## config.mk

```make
export PLATFORM = sky130hd
export DESIGN_NAME = rsenc_stream
export DESIGN_NICKNAME = d
export VERILOG_FILES = /design/src/rtl/rsenc_pkg.sv /design/src/rtl/rsenc_gf_cmul.sv /design/src/rtl/rsenc_stream.sv
export SDC_FILE = /design/constraint.sdc
export NUM_CORES = 1
export LEC_CHECK = 0
export BUFFER_PORTS_ARGS = -buffer_cell sky130_fd_sc_hd__clkbuf_2
export CAP_MARGIN = 20
export CORE_AREA = 2 2 221 223
export DETAILED_ROUTE_END_ITERATION = 10
export DIE_AREA = 0 0 223 225
export HOLD_SLACK_MARGIN = 0.08
export SYNTH_ARGS = -nofsm -noshare
export SYNTH_HDL_FRONTEND = slang
export SYNTH_HIERARCHICAL = 1
export SYNTH_SLANG_ARGS = --single-unit
```

## constraint.sdc

```tcl
create_clock -name clk -period 10 [get_ports clk]
set_clock_uncertainty 0.2 [all_clocks]
set_input_delay 2 -clock clk [delete_from_list [all_inputs] [get_ports clk]]
set_output_delay 2 -clock clk [all_outputs]
set_load 0.05 [all_outputs]
```

## src/rtl/rsenc_pkg.sv

```systemverilog
// Shared definitions for the RS(255,223) stream encoder: GF(2^8) arithmetic over
// x^8+x^7+x^2+x+1, the generator polynomial coefficients and the FSM state type.
package rsenc_pkg;

  typedef logic [7:0] gf_t;

  localparam gf_t GF_POLY  = 8'h87;
  localparam gf_t ALPHA    = 8'h02;
  localparam int  NPAR_MAX = 32;

  // Low-order coefficients g[0..NPAR_MAX-1]; g[NPAR] is the implicit monic 1.
  typedef gf_t [NPAR_MAX-1:0] coef_vec_t;

  typedef enum logic [1:0] {IDLE, DATA, PARITY} state_t;

  function automatic gf_t gf_mul(input gf_t a, input gf_t b);
    gf_t p;
    gf_t x;
    p = '0;
    x = a;
    for (int i = 0; i < 8; i++) begin
      if (b[i]) p = p ^ x;
      x = {x[6:0], 1'b0} ^ (x[7] ? GF_POLY : 8'h00);
    end
    return p;
  endfunction

  // g(x) = prod_{i=0..npar-1} (x + alpha^i), built one root at a time.
  function automatic coef_vec_t gen_poly(input int npar);
    gf_t       c [0:NPAR_MAX];
    gf_t       root;
    coef_vec_t res;
    for (int j = 0; j <= NPAR_MAX; j++) c[j] = '0;
    c[0] = 8'h01;
    root = 8'h01;
    for (int i = 0; i < npar; i++) begin
      for (int j = NPAR_MAX; j > 0; j--) c[j] = c[j-1] ^ gf_mul(c[j], root);
      c[0] = gf_mul(c[0], root);
      root = gf_mul(root, ALPHA);
    end
    for (int j = 0; j < NPAR_MAX; j++) res[j] = c[j];
    return res;
  endfunction

  localparam coef_vec_t G_COEF = gen_poly(NPAR_MAX);

endpackage

```

## src/rtl/rsenc_gf_cmul.sv

```systemverilog
// Multiply a GF(2^8) symbol by a constant; the constant folds the loop into XORs.
module rsenc_gf_cmul
  import rsenc_pkg::*;
#(
  parameter gf_t C = 8'h01
) (
  input  logic [7:0] i_a,
  output logic [7:0] o_p
);

  assign o_p = gf_mul(i_a, C);

endmodule

```

## src/rtl/rsenc_stream.sv

```systemverilog
// Systematic RS encoder: forwards K message symbols on a valid/ready stream and
// appends NPAR parity symbols from an LFSR division by g(x).
module rsenc_stream
  import rsenc_pkg::*;
#(
  parameter int K    = 223,
  parameter int NPAR = 32
) (
  input  logic       clk,
  input  logic       clr,
  input  logic       flush,
  input  logic       in_valid,
  output logic       in_ready,
  input  logic [7:0] in_data,
  output logic       out_valid,
  input  logic       out_ready,
  output logic [7:0] out_data,
  output logic       out_parity,
  output logic       out_last
);

  localparam coef_vec_t  G      = (NPAR == NPAR_MAX) ? G_COEF : gen_poly(NPAR);
  localparam logic [7:0] K_LAST = 8'(K - 1);
  localparam logic [7:0] P_LAST = 8'(NPAR - 1);

  state_t     r_state;
  state_t     w_state_nxt;
  gf_t        r_lfsr [NPAR];
  gf_t        w_prod [NPAR];
  logic [7:0] r_cnt;
  logic       r_out_valid;
  gf_t        r_out_data;
  logic       r_out_parity;
  logic       r_out_last;

  logic       w_advance;
  logic       w_in_ready;
  logic       w_accept;
  logic       w_cnt_wrap;
  gf_t        w_fb;

  assign w_advance  = ~r_out_valid | out_ready;
  assign w_in_ready = (r_state != PARITY) & w_advance & ~flush;
  assign w_accept   = in_valid & w_in_ready;
  assign w_fb       = in_data ^ r_lfsr[NPAR-1];
  assign w_cnt_wrap = (r_state == PARITY) ? (r_cnt == P_LAST) : (r_cnt == K_LAST);

  for (genvar gi = 0; gi < NPAR; gi++) begin : g_cmul
    rsenc_gf_cmul #(.C(G[gi])) u_cmul (
      .i_a (w_fb),
      .o_p (w_prod[gi])
    );
  end

  // NOTE: every always_comb output gets a default first, so no path can infer a latch.
  always_comb begin
    w_state_nxt = r_state;
    case (r_state)
      IDLE, DATA: if (w_accept) w_state_nxt = w_cnt_wrap ? PARITY : DATA;
      PARITY:     if (w_advance && w_cnt_wrap) w_state_nxt = IDLE;
      default:    w_state_nxt = IDLE;
    endcase
    if (flush) w_state_nxt = IDLE;
  end

  // NOTE: sequential state uses non-blocking assignments so all flops sample pre-edge values.
  always_ff @(posedge clk or posedge clr) begin
    if (clr) r_state <= IDLE;
    else     r_state <= w_state_nxt;
  end

  // NOTE: the LFSR is a small bank of flops, not a RAM, so it is reset like any register.
  always_ff @(posedge clk or posedge clr) begin
    if (clr) begin
      r_cnt        <= '0;
      r_out_valid  <= 1'b0;
      r_out_data   <= '0;
      r_out_parity <= 1'b0;
      r_out_last   <= 1'b0;
      for (int i = 0; i < NPAR; i++) r_lfsr[i] <= '0;
    end else if (flush) begin
      r_cnt        <= '0;
      r_out_valid  <= 1'b0;
      r_out_data   <= '0;
      r_out_parity <= 1'b0;
      r_out_last   <= 1'b0;
      for (int i = 0; i < NPAR; i++) r_lfsr[i] <= '0;
    end else if (r_state == PARITY) begin
      // Shifting zeros in drains the remainder and leaves the LFSR clear at the end.
      if (w_advance) begin
        r_out_data   <= r_lfsr[NPAR-1];
        r_out_parity <= 1'b1;
        r_out_valid  <= 1'b1;
        r_out_last   <= w_cnt_wrap;
        r_cnt        <= w_cnt_wrap ? 8'd0 : r_cnt + 8'd1;
        r_lfsr[0]    <= '0;
        for (int i = 1; i < NPAR; i++) r_lfsr[i] <= r_lfsr[i-1];
      end
    end else if (w_accept) begin
      r_out_data   <= in_data;
      r_out_parity <= 1'b0;
      r_out_valid  <= 1'b1;
      r_out_last   <= 1'b0;
      r_cnt        <= w_cnt_wrap ? 8'd0 : r_cnt + 8'd1;
      r_lfsr[0]    <= w_prod[0];
      for (int i = 1; i < NPAR; i++) r_lfsr[i] <= r_lfsr[i-1] ^ w_prod[i];
    end else if (w_advance) begin
      r_out_valid <= 1'b0;
    end
  end

  assign in_ready   = w_in_ready;
  assign out_valid  = r_out_valid;
  assign out_data   = r_out_data;
  assign out_parity = r_out_parity;
  assign out_last   = r_out_last;

endmodule
```

# Yosys cells after proc, flatten, opt, wreduce, memory -nomap -nowiden
# Index checks and enable logic that the tools add are counted.
[op_classes] addsub=1 n_eq_ne=8 mux=37 n_bitwise=107 n_reduce_logical=8
[ops] operator="$mux 256" count=4
[ops] operator="$xor 8x8->8" count=101
[ops] operator="$mux 8" count=16
[ops] operator="$mux 1" count=12
[ops] operator="$ne 3x3->1 const B" count=3
[ops] operator="$add 8x1->8 const B" count=1
[ops] operator="$eq 8x5->1 const B" count=1
[ops] operator="$eq 8x8->1 const B" count=1
[ops] operator="$mux 2" count=4
[ops] operator="$reduce_and 2->1" count=3
[ops] operator="$reduce_bool 3->1" count=2
[ops] operator="$pmux 2 s2" count=1
[ops] operator="$and 1x1->1" count=3
[ops] operator="$eq 2x1->1 const B" count=1
[ops] operator="$eq 2x2->1 const B" count=1
[ops] operator="$logic_not 2->1" count=1
[ops] operator="$ne 2x2->1 const B" count=1
[ops] operator="$not 1->1" count=2
[ops] operator="$reduce_or 2->1" count=1
[ops] operator="$logic_and 1x1->1" count=1
[ops] operator="$or 1x1->1" count=1
[totals] regBits=277 in_bits=13 out_inout_bits=12 elab_cells=199

# Longest topological paths before layout
# Gate-level depths: netlist (run 1).
[depth] word_depth=20 depth_mapped=8 depth_no_buf=7

# Cells and area by module
# The synthesis (run 1) kept the hierarchy.
[modules_own_cells] module="rsenc_stream" n_inst=1 cells_each=1491 area_each_um2=13301.5 seq_area_each_um2=6931.6
[modules_own_cells] module="rsenc_gf_cmul (g_cmul[22].u_cmul ...)" n_inst=2 cells_each=14 area_each_um2=157.7 seq_area_each_um2=0.0
[modules_own_cells] module="rsenc_gf_cmul (g_cmul[14].u_cmul ...)" n_inst=2 cells_each=15 area_each_um2=153.9 seq_area_each_um2=0.0
[modules_own_cells] module="rsenc_gf_cmul (g_cmul[31].u_cmul)" n_inst=1 cells_each=15 area_each_um2=254.0 seq_area_each_um2=0.0
[modules_own_cells] module="rsenc_gf_cmul (g_cmul[27].u_cmul)" n_inst=1 cells_each=15 area_each_um2=232.7 seq_area_each_um2=0.0
[modules_own_cells] module="rsenc_gf_cmul (g_cmul[30].u_cmul)" n_inst=1 cells_each=14 area_each_um2=231.5 seq_area_each_um2=0.0
[modules_own_cells] module="rsenc_gf_cmul (g_cmul[29].u_cmul)" n_inst=1 cells_each=19 area_each_um2=227.7 seq_area_each_um2=0.0
[modules_own_cells] module="rsenc_gf_cmul (g_cmul[0].u_cmul)" n_inst=1 cells_each=15 area_each_um2=225.2 seq_area_each_um2=0.0
[modules_own_cells] module="rsenc_gf_cmul (g_cmul[12].u_cmul)" n_inst=1 cells_each=18 area_each_um2=222.7 seq_area_each_um2=0.0
[modules_own_cells] module="rsenc_gf_cmul (g_cmul[2].u_cmul)" n_inst=1 cells_each=16 area_each_um2=217.7 seq_area_each_um2=0.0
[modules_own_cells] module="rsenc_gf_cmul (g_cmul[11].u_cmul)" n_inst=1 cells_each=12 area_each_um2=214.0 seq_area_each_um2=0.0
[modules_own_cells] module="rsenc_gf_cmul (g_cmul[25].u_cmul)" n_inst=1 cells_each=17 area_each_um2=209.0 seq_area_each_um2=0.0
[modules_own_cells] module="rsenc_gf_cmul (g_cmul[9].u_cmul)" n_inst=1 cells_each=14 area_each_um2=206.4 seq_area_each_um2=0.0
[modules_own_cells] module="rsenc_gf_cmul (g_cmul[10].u_cmul)" n_inst=1 cells_each=16 area_each_um2=202.7 seq_area_each_um2=0.0
[modules_own_cells] module="17 more rows"

# Worst setup path before layout (run 1)
# No wires, ideal clock.
[synth_timing] path_type="input -> register" from="input port in_data[3]" to="register r_lfsr[161] in the netlist's numbering" setup_time_ns=0.133 t_arrival_ns=9.005 t_required_ns=9.667 path_slack_ns=0.662 stages=6 n_path_buf=0 path_cell_list="xor2_1 > xor3_2 > xnor3_1 > nand2_1 > xor2_1 > o21ai_0"
[synth_lines] element="from (decl)" line_no="rsenc_stream.sv:14" rtl="input logic [7:0] in_data,"
[synth_lines] element="to (decl)" line_no="rsenc_stream.sv:28" rtl="gf_t r_lfsr [NPAR];"

# Worst setup path in the final report (run 1)
[layout_timing] from="input port flush" to="output port in_ready"
[layout_between] elab_chain_len=2
[layout_rtl] element="from (decl)" line_no="rsenc_stream.sv:11" rtl="input logic flush,"
[layout_rtl] element="$not 1->1" line_no="rsenc_stream.sv:43" rtl="assign w_in_ready = (r_state != PARITY) & w_advance & ~flush;"
[layout_rtl] element="$and 1x1->1" line_no="rsenc_stream.sv:43"
[layout_rtl] element="to (decl)" line_no="rsenc_stream.sv:13" rtl="output logic in_ready,"
# Every way passes these cells.

==> metrics, run 1 <==
outcome finished clean; routability-driven placement congestion ratio 0.728; Initial Util 0.397; Die ar. 50,200 um2; Area growth syn-to-layout 10.5%; largest family of logic cells by synthesized area XOR/XNOR gates; Starting DRT DRC Count 765; clock-pin slew on the worst setup and hold paths 60 ps; ant diodes 0; layout cell share with drive strength beyond 1 0.0842; Fin. Hold Viols 0; top cells by count, synth nand2_1 (543), xor2_1 (343), dfrtp_1 (277), o21ai_0 (259), xnor2_1 (230); Core Area 47,500 um2; GRT Overall Usage 0.170; worst slack, placed 4690 ps; H-tree depth 2; Area contributors post-synth dfrtp_1 (37%), xor2_1 (16%), nand2_1 (11%); fin. max-slew vios 0; Yosys top cell by area dfrtp_1; total wire length 41,000 um; worst-path fanout max 13; Fill cells 4,452; Relative slew margins 0.249; Via Count 12,600; Tmin final 5240 ps; Post-CTS Setup Inserts 0; number of library cell types mapped by synthesis 48; drt pass-1 iters 5; R2R Path Start r_lfsr[5]$_DFFE_PP0P_; syn nets 1,964; hold buffer count at CTS 0; Critical Path End in_ready; Synth Area in Compound Gates 0.0812; largest net degree at the start of global routing 236; Final setup viols 0; Syn. warnings 6; clock sinks 277; remaining routing DRC violations 0; critical path class in2out; Hold Startpoint r_lfsr[201]$_DFFE_PP0P_; CP arrival 3040 ps; reg2reg setup slack 6350 ps; Crit. End Element output port; Longest Clk Path Bufs 3; Primary FF master, synth dfrtp_1; top cell type's share of synthesized area 0.367; Setup crit start kind input port; Port Buffers 24; hold_ws 297 ps; post-synthesis sequential area ratio 0.367; first-pass GRT wire length 69,800 um; setup TNS 0 ps; count leader, synth nand2_1; adder-cell share of the synthesized area 0.000663; Post-Syn Area 18,900 um2; Syn Inst Count 1,950; detailed-route wire length per cell 16.0 um; Top Ports 25; standard-cell rows 80; Hold Crit Class reg2reg; Post-DP Area 19,700 um2; mux cell area share after synthesis 0.00166; TritonCTS Buffers 35; r2r endpoint r_lfsr[11]$_DFFE_PP0P_; die width 223 um; Vias/cell 4.92; grt total ovfl 0; NumNets Final 1,938; DRT antenna net count 0; Post-Synth Simple-Gate Area 0.116; Worst-Margin Slew 1130 ps; Synth Area in XOR/XNOR 0.409; post-CTS sizing 0; Post-synth EDFFs 0; Worst Path Required 7800 ps; crit share post-route 0.524; RSZ-0062 raised after global routing false; min setup slack post-route 4760 ps; #FFs+latches synth 277; clock latency on the worst-skew pair 550 ps; Max Cap Viol 0; die height 225 um; FFs w/ async S/R, synth 1.00; DP Wirelength 21,500 um; number of global-route vias before repair 13,000; initial antenna violation count 0; Finished Cell Area 20,900 um2; CTS tree built; Syn Area/Cell 9.68 um2; f_max 191 MHz; Register-to-Register Path Depth 8; Root Driver clkbuf_16; Critical Path Source flush
## critical path: stages
cell and delay (ps):
clkbuf_2 210, inv_1 340, and3_1 220, clkbuf_2 270
## kinds of logic after synthesis
logic type	after synthesis
XOR/XNOR	696
adder cells (fa/ha/maj)	1
buffers and inverters	113
AND/OR/NAND/NOR	569
multiplexers	3
AO/OA/AOI/OAI	291
flip-flops	277
## how the worst min path moves through the flow
stage / endpoint / slack, ps / depth (start not counted)
after floorplan: r_lfsr[100]$_DFFE_PP0P_ / 270 / 2
after global placement: r_lfsr[128]$_DFFE_PP0P_ / 280 / 2
after CTS: r_lfsr[115]$_DFFE_PP0P_ / 300 / 2
after detailed placement: r_lfsr[115]$_DFFE_PP0P_ / 290 / 2
after global routing: r_lfsr[120]$_DFFE_PP0P_ / 320 / 2
final: r_lfsr[201]$_DFFE_PP0P_ / 300 / 2
## area by class of cell
cell class,count,area (um2),area share
Inverter,5,26.3,0.00126
Timing Repair Buffer,45,340,0.0163
Clock inverter,10,93.8,0.00450
Sequential cell,277,6930,0.332
Tap cell,615,769,0.0369
Clock buffer,50,1030,0.0495
Multi-Input combinational cell,1560,11700,0.559
## sequential cells by signal, indices dropped and copies added (netlist names)
| signal | flops |
|---|---|
| out_data | 8 |
| out_last | 1 |
| out_parity | 1 |
| out_valid | 1 |
| r_cnt | 8 |
| r_lfsr | 256 |
| r_state | 2 |
## cells in the final DEF, fill, tap and decap left out, types with 2 or more instances in the layout
cell type	count
xnor2_2	11
nor2_1	9
nand2_1	542
buf_12	5
nor3_1	4
xor2_1	335
o21ai_0	259
xor3_1	21
nor2b_1	2
xor3_4	4
or3_1	2
a21oi_1	12
clkbuf_1	6
clkinv_2	6
nand3_1	2
xnor3_1	54
inv_6	2
xor2_4	9
xnor3_4	3
clkbuf_8	8
clkbuf_2	24
dfrtp_1	277
buf_4	16
xor3_2	7
mux2i_1	2
clkbuf_16	36
xnor2_1	230
inv_1	3
o21ai_1	4
a22o_1	9
xor2_2	14
xnor3_2	7
## metrics by stage
stage,std cells,util
6_report,2562,0.439
5_1_grt,2562,0.439
4_1_cts,2562,0.439
3_5_place_dp,2502,0.415
3_3_place_gp,2502,0.415
2_1_floorplan,1950,-
## layer usage
layer / global-route usage / wire, um / part of all wire / vias up
met5: 0 / 0 / 0 / -
met4: 0.0461 / 724 / 0.018 / 0
met3: 0.0215 / 1310 / 0.032 / 54
met2: 0.283 / 19500 / 0.48 / 144
met1: 0.234 / 19400 / 0.47 / 6216
li1: - / - / - / 6183
Power of run 1 is not shown: default switching activity piles up to over one toggle a cycle in this logic, so the estimate is an artifact.
==> inputs of run 2 (changes only) <==
--- a/config.mk
+++ b/config.mk
@@ -5,11 +5,12 @@
 export SDC_FILE = /design/constraint.sdc
 export NUM_CORES = 1
 export LEC_CHECK = 0
+export ABC_AREA = 1
 export BUFFER_PORTS_ARGS = -buffer_cell sky130_fd_sc_hd__clkbuf_2
 export CAP_MARGIN = 20
-export CORE_AREA = 2 2 221 223
+export CORE_AREA = 2 2 263 265
 export DETAILED_ROUTE_END_ITERATION = 10
-export DIE_AREA = 0 0 223 225
+export DIE_AREA = 0 0 265 267
 export HOLD_SLACK_MARGIN = 0.08
 export SYNTH_ARGS = -nofsm -noshare
 export SYNTH_HDL_FRONTEND = slang
==> constraint.sdc (replaced) <==
create_clock -name clk -period 4.6 [get_ports clk]
set_clock_uncertainty 0.2 [all_clocks]
set_input_delay 0.92 -clock clk [delete_from_list [all_inputs] [get_ports clk]]
set_output_delay 0.92 -clock clk [all_outputs]
set_load 0.05 [all_outputs]
==> run 2 against run 1 <==
Critical path depth unchanged. Wire length grew 62%. First-iteration DRC count up 94%. Flip-flop and latch count did not move. Worst setup slack worse by 3300 ps. Core utilization down 0.83 points. Sequential share of layout area decreased by 9.5 points. Non-clock buffer count increased by 50. Die area is 41% higher.
==> metrics, run 2 <==
layout cell share with drive strength beyond 1 0.118 (was 0.0842); worst-path fanout max 52 (was 13); H-tree depth 2 (unchanged); largest net degree at the start of global routing 164 (was 236); Hold Startpoint out_data[2]$_DFFE_PP0P_ (was r_lfsr[201]$_DFFE_PP0P_); clock sinks 277 (unchanged); Max Cap Viol 0 (unchanged); Biggest register r_lfsr (unchanged); Register-to-Register Path Depth 13 (was 8); RSZ-0062 raised after global routing false (unchanged); Worst Path Required 3480 ps (was 7800 ps); Root Driver clkbuf_16 (unchanged); Top Ports 25 (unchanged); critical path class reg2out (was in2out); Die ar. 70,800 um2 (was 50,200 um2); post-CTS sizing 0 (unchanged); Via Count 24,300 (was 12,600); top cell type's share of synthesized area 0.258 (was 0.367); hold path depth 2 (unchanged); Area contributors post-synth dfrtp_1 (26%), nand2_1 (22%), inv_1 (7.8%) (was dfrtp_1 (37%), xor2_1 (16%), nand2_1 (11%)); Initial Util 0.395 (was 0.397); Final setup viols 0 (unchanged); Syn. warnings 6 (unchanged); DRT antenna net count 0 (unchanged); detailed-route wire length per cell 12.9 um (was 16.0 um); drt pass-1 iters 6 (was 5); Area growth syn-to-layout 8.98% (was 10.5%); die width 265 um (was 223 um); grt total ovfl 0 (unchanged); hold endpoint out_data[2]$_DFFE_PP0P_ (was r_lfsr[201]$_DFFE_PP0P_); CTS tree built (unchanged); initial antenna violation count 0 (unchanged); first-pass GRT wire length 114,000 um (was 69,800 um); Post-CTS Setup Inserts 0 (unchanged); hold buffer count at CTS 0 (unchanged); Post-DP Area 27,900 um2 (was 19,700 um2); count leader, synth nand2_1 (unchanged); Core Area 68,000 um2 (was 47,500 um2); #FFs+latches synth 277 (unchanged); Vias/cell 4.73 (was 4.92); Starting DRT DRC Count 1,482 (was 765); placed cells 5,084 (was 2,502); min setup slack post-route 1490 ps (was 4760 ps); clock-pin slew on the worst setup and hold paths 60 ps (about the same); number of library cell types mapped by synthesis 43 (was 48); Post-synth EDFFs 0 (unchanged); Hold Crit Class reg2reg (unchanged); Largest register FFs 256 (unchanged); Yosys top cell by area dfrtp_1 (unchanged); Post-Syn Area 26,900 um2 (was 18,900 um2); reg2reg setup slack 1620 ps (was 6350 ps); worst slack, placed 985 ps (was 4690 ps); Tmin final 3110 ps; r2r endpoint r_lfsr[161]$_DFFE_PP0P_ (was r_lfsr[11]$_DFFE_PP0P_); NumNets Final 4,256 (was 1,938); Fill cells 7,109 (was 4,452); Crit. End Element output port (unchanged); remaining routing DRC violations 0 (unchanged); GRT Overall Usage 0.192 (was 0.170); crit share post-route 0.676; fin. max-slew vios 0 (unchanged); standard-cell rows 96 (was 80); Syn Area/Cell 6.27 um2 (was 9.68 um2); syn nets 4,295 (was 1,964); Primary FF master, synth dfrtp_1 (unchanged); f_max 322 MHz; CP arrival 1990 ps (was 3040 ps); ant diodes 0 (unchanged); most common cell after layout, fill and taps aside nand2_1 (unchanged); DP Wirelength 44,300 um (was 21,500 um); Worst-Margin Slew 866 ps (was 1130 ps); Post-Route Utilization 0.430 (was 0.439); Layout Cells excl Fill 5,152 (was 2,562); Finished Cell Area 29,300 um2 (was 20,900 um2); Relative slew margins 0.423 (was 0.249); number of global-route vias before repair 22,800 (was 13,000); Port Buffers 24 (unchanged); outcome finished clean (unchanged); top cells by count, synth nand2_1 (1,581), inv_1 (556), dfrtp_1 (277), o21ai_0 (272), nand3_1 (255) (was nand2_1 (543), xor2_1 (343), dfrtp_1 (277), o21ai_0 (259), xnor2_1 (230)); total wire length 66,400 um (was 41,000 um); Longest Clk Path Bufs 3 (unchanged); TritonCTS Buffers 38 (was 35); Syn Inst Count 4,281 (was 1,950); post-synthesis sequential area ratio 0.258 (was 0.367); most frequent cells in the layout nand2_1 (1,580), inv_1 (555), dfrtp_1 (277), o21ai_0 (269), nand3_1 (254) (was nand2_1 (542), xor2_1 (335), dfrtp_1 (277), o21ai_0 (259), xnor2_1 (230)); R2R Path Start r_lfsr[4]$_DFFE_PP0P_ (was r_lfsr[5]$_DFFE_PP0P_); routability-driven placement congestion ratio 0.809 (was 0.728); Fin. Hold Viols 0 (unchanged); FFs w/ async S/R, synth 1.00 (unchanged); die height 267 um (was 225 um); clock latency on the worst-skew pair 580 ps (was 550 ps); Setup crit start kind register (was input port)
-- run 2: worst max-delay path by stage --
stage                                 from                       to  slack [ps]  cells after the start
floorplan                              clr  out_data[0]$_DFFE_PP0P_        -190                      1
global placement                in_data[7]  r_lfsr[200]$_DFFE_PP0P_         990                     18
detailed placement              in_data[0]   r_lfsr[79]$_DFFE_PP0P_         980                     16
CTS                 r_state[1]$_DFFE_PP0P_                 in_ready        1430                      4
global route         r_lfsr[7]$_DFFE_PP0P_  r_lfsr[157]$_DFFE_PP0P_        1290                     15
finish              r_state[1]$_DFFE_PP0P_                 in_ready        1490                      4
-- run 2: per-layer routing --
layer / wire length, um / track usage / up-vias / share of wire
met2: 29900 / 0.322 / 267 / 0.45
li1: - / - / 13200 / -
met1: 33300 / 0.264 / 10800 / 0.50
met3: 1940 / 0.0205 / 65 / 0.029
met5: 0 / 0 / - / 0
met4: 1250 / 0.0449 / 0 / 0.019
-- run 2: cells by family (layout without fill, tap and decap cells) --
| logic type | count (synthesis) | in the layout | share of synthesized area |
|---|---|---|---|
| fa+ha+maj | 1 | 1 | 0.000466 |
| compound gates | 773 | 773 | 0.148 |
| simple gates | 2111 | 2111 | 0.343 |
| buf+inv | 800 | 789 | 0.133 |
| flops | 277 | 277 | 0.258 |
| xor+xnor | 319 | 319 | 0.117 |
-- run 2: stage by stage --
| step | TNS, ps | hold WS [ps] |
|---|---|---|
| 3_3_place_gp | 0 | 254 |
| 5_1_grt | 0 | 312 |
| 3_5_place_dp | 0 | 259 |
| 6_report | 0 | 267 |
| 4_1_cts | 0 | 273 |
| 2_1_floorplan | -51380 | 295 |
-- run 2: critical path, stage by stage, from the launching register on --
cell	delay [ps]
dfrtp_1	470
nand2_8	350
nand2_1	200
nor2_1	120
clkbuf_2	280
-- run 2: final cells by class --
class | count | area, um2 | share of cell area
Inverter | 626 | 2390 | 0.0816
Sequential cell | 277 | 6930 | 0.237
Clock inverter | 18 | 268 | 0.00915
Multi-Input combinational cell | 3204 | 16500 | 0.564
Tap cell | 882 | 1100 | 0.0377
Timing Repair Buffer | 95 | 978 | 0.0334
Clock buffer | 50 | 1090 | 0.0372
Power of run 2 is left out for the same reason.
==> inputs of run 3 (changes only) <==
==> constraint.sdc (replaced) <==
create_clock -name clk -period 3.3 [get_ports clk]
set_clock_uncertainty 0.2 [all_clocks]
set_input_delay 0.66 -clock clk [delete_from_list [all_inputs] [get_ports clk]]
set_output_delay 0.66 -clock clk [all_outputs]
set_load 0.05 [all_outputs]
==> run 3 against run 2 <==
Worst setup slack worse by 1100 ps. Global-route usage increased by 0.36 points. Clock-buffer cell count is 4 higher. Critical path type unchanged. Die area is the same.
==> metrics, run 3 (synthesis results as in run 2) <==
outcome finished clean (unchanged); Largest register FFs 256 (unchanged); Fill cells 7,151 (was 7,109); grt total ovfl 0 (unchanged); total wire length 67,900 um (was 66,400 um); Fin. Hold Viols 0 (unchanged); Worst-Margin Slew 668 ps (was 866 ps); layout cell share with drive strength beyond 1 0.130 (was 0.118); NumNets Final 4,289 (was 4,256); routability-driven placement congestion ratio 0.842 (was 0.809); remaining routing DRC violations 0 (unchanged); drt pass-1 iters 8 (was 6); clock latency on the worst-skew pair 560 ps (was 580 ps); initial antenna violation count 0 (unchanged); Port Buffers 24 (unchanged); setup TNS 0 ps (unchanged); worst slack, placed 244 ps (was 985 ps); ant diodes 0 (unchanged); Crit. End Element output port (unchanged); most frequent cells in the layout nand2_1 (1,562), inv_1 (551), o21ai_1 (376), dfrtp_1 (277), a21oi_1 (249) (was nand2_1 (1,580), inv_1 (555), dfrtp_1 (277), o21ai_0 (269), nand3_1 (254)); Vias/cell 4.76 (was 4.73); min setup slack post-route 433 ps (was 1490 ps); Setup crit start kind register (unchanged); largest net degree at the start of global routing 134 (was 164); crit share post-route 0.869; Top Ports 25 (unchanged); Initial Util 0.395 (unchanged); CTS tree built (unchanged); Biggest register r_lfsr (unchanged); worst-path fanout max 13 (was 52); post-CTS sizing 0 (unchanged); Via Count 24,600 (was 24,300); critical path class reg2out (unchanged); Starting DRT DRC Count 1,282 (was 1,482); Core Area 68,000 um2 (unchanged); RSZ-0062 raised after global routing false (unchanged); Worst Path Required 2440 ps (was 3480 ps); Max Cap Viol 0 (unchanged); hold_ws 259 ps (was 267 ps); Finished Cell Area 29,800 um2 (was 29,300 um2); Hold Crit Class in2reg (was reg2reg); first-pass GRT wire length 116,000 um (was 114,000 um); TritonCTS Buffers 36 (was 38); Relative slew margins 0.555 (was 0.423); H-tree depth 2 (unchanged); die height 267 um (unchanged); Area growth syn-to-layout 10.8% (was 8.98%); Root Driver clkbuf_16 (unchanged); number of global-route vias before repair 23,300 (was 22,800); Die ar. 70,800 um2 (unchanged); f_max 349 MHz; Longest Clk Path Bufs 3 (unchanged); Post-DP Area 28,600 um2 (was 27,900 um2); most common cell after layout, fill and taps aside nand2_1 (unchanged); die width 265 um (unchanged); standard-cell rows 96 (unchanged); DP Wirelength 46,900 um (was 44,300 um); detailed-route wire length per cell 13.1 um (was 12.9 um); GRT Overall Usage 0.195 (was 0.192); CP arrival 2010 ps (was 1990 ps); Register-to-Register Path Depth 12 (was 13); Tmin final 2870 ps; clock sinks 277 (unchanged); fin. max-slew vios 0 (unchanged); clock-pin slew on the worst setup and hold paths 60 ps (about the same); Final setup viols 0 (unchanged); hold path depth 3 (was 2); DRT antenna net count 0 (unchanged)
## run 3: final timing paths
path                                          from                       to  slack [ps]
max in group asynchronous                      clr    r_lfsr[2]$_DFFE_PP0P_        1530
hold reg to reg            out_data[0]$_DFFE_PP0P_  out_data[0]$_DFFE_PP0P_         270
setup reg to reg             r_lfsr[6]$_DFFE_PP0P_   r_lfsr[76]$_DFFE_PP0P_         610
min in group asynchronous                      clr  r_lfsr[154]$_DFFE_PP0P_         430
hold / removal                            in_valid    out_valid$_DFFE_PP0P_         260
setup / recovery            r_state[1]$_DFFE_PP0P_                 in_ready         430
## run 3: what timing repair did
item / CTS / global route
setup buffers: 0 / 0
hold buffers: 1 / 0
endpoints found under the hold margin: 7 / 0
## run 3: through the flow
step	cells	util
2_1_floorplan	4281	-
3_3_place_gp	5118	0.420
3_5_place_dp	5118	0.420
4_1_cts	5180	0.438
5_1_grt	5180	0.438
6_report	5180	0.438
## run 3: worst max-delay path, stage by stage, from the launching register on
cell and delay [ps]:
dfrtp_1 470, nand2_8 170, nand2_1 130, nor2_1 470
buf_12 210
## run 3: layer usage
metal	vias up	track usage	part of all wire
met5	-	0	0
met4	0	0.0464	0.017
li1	13300	-	-
met2	247	0.339	0.47
met1	11000	0.261	0.49
met3	71	0.0199	0.028
## run 3: layout make-up
type | count | area, um2 | share of cell area
clock inverter | 7 | 119 | 0.00400
sequential | 277 | 6930 | 0.233
multi-input combinational | 3204 | 16600 | 0.560
clock buffer | 54 | 1050 | 0.0353
inverter | 626 | 2390 | 0.0803
timing repair buffer | 130 | 1510 | 0.0507
tap | 882 | 1100 | 0.0371
Power of run 3 is left out for the same reason.
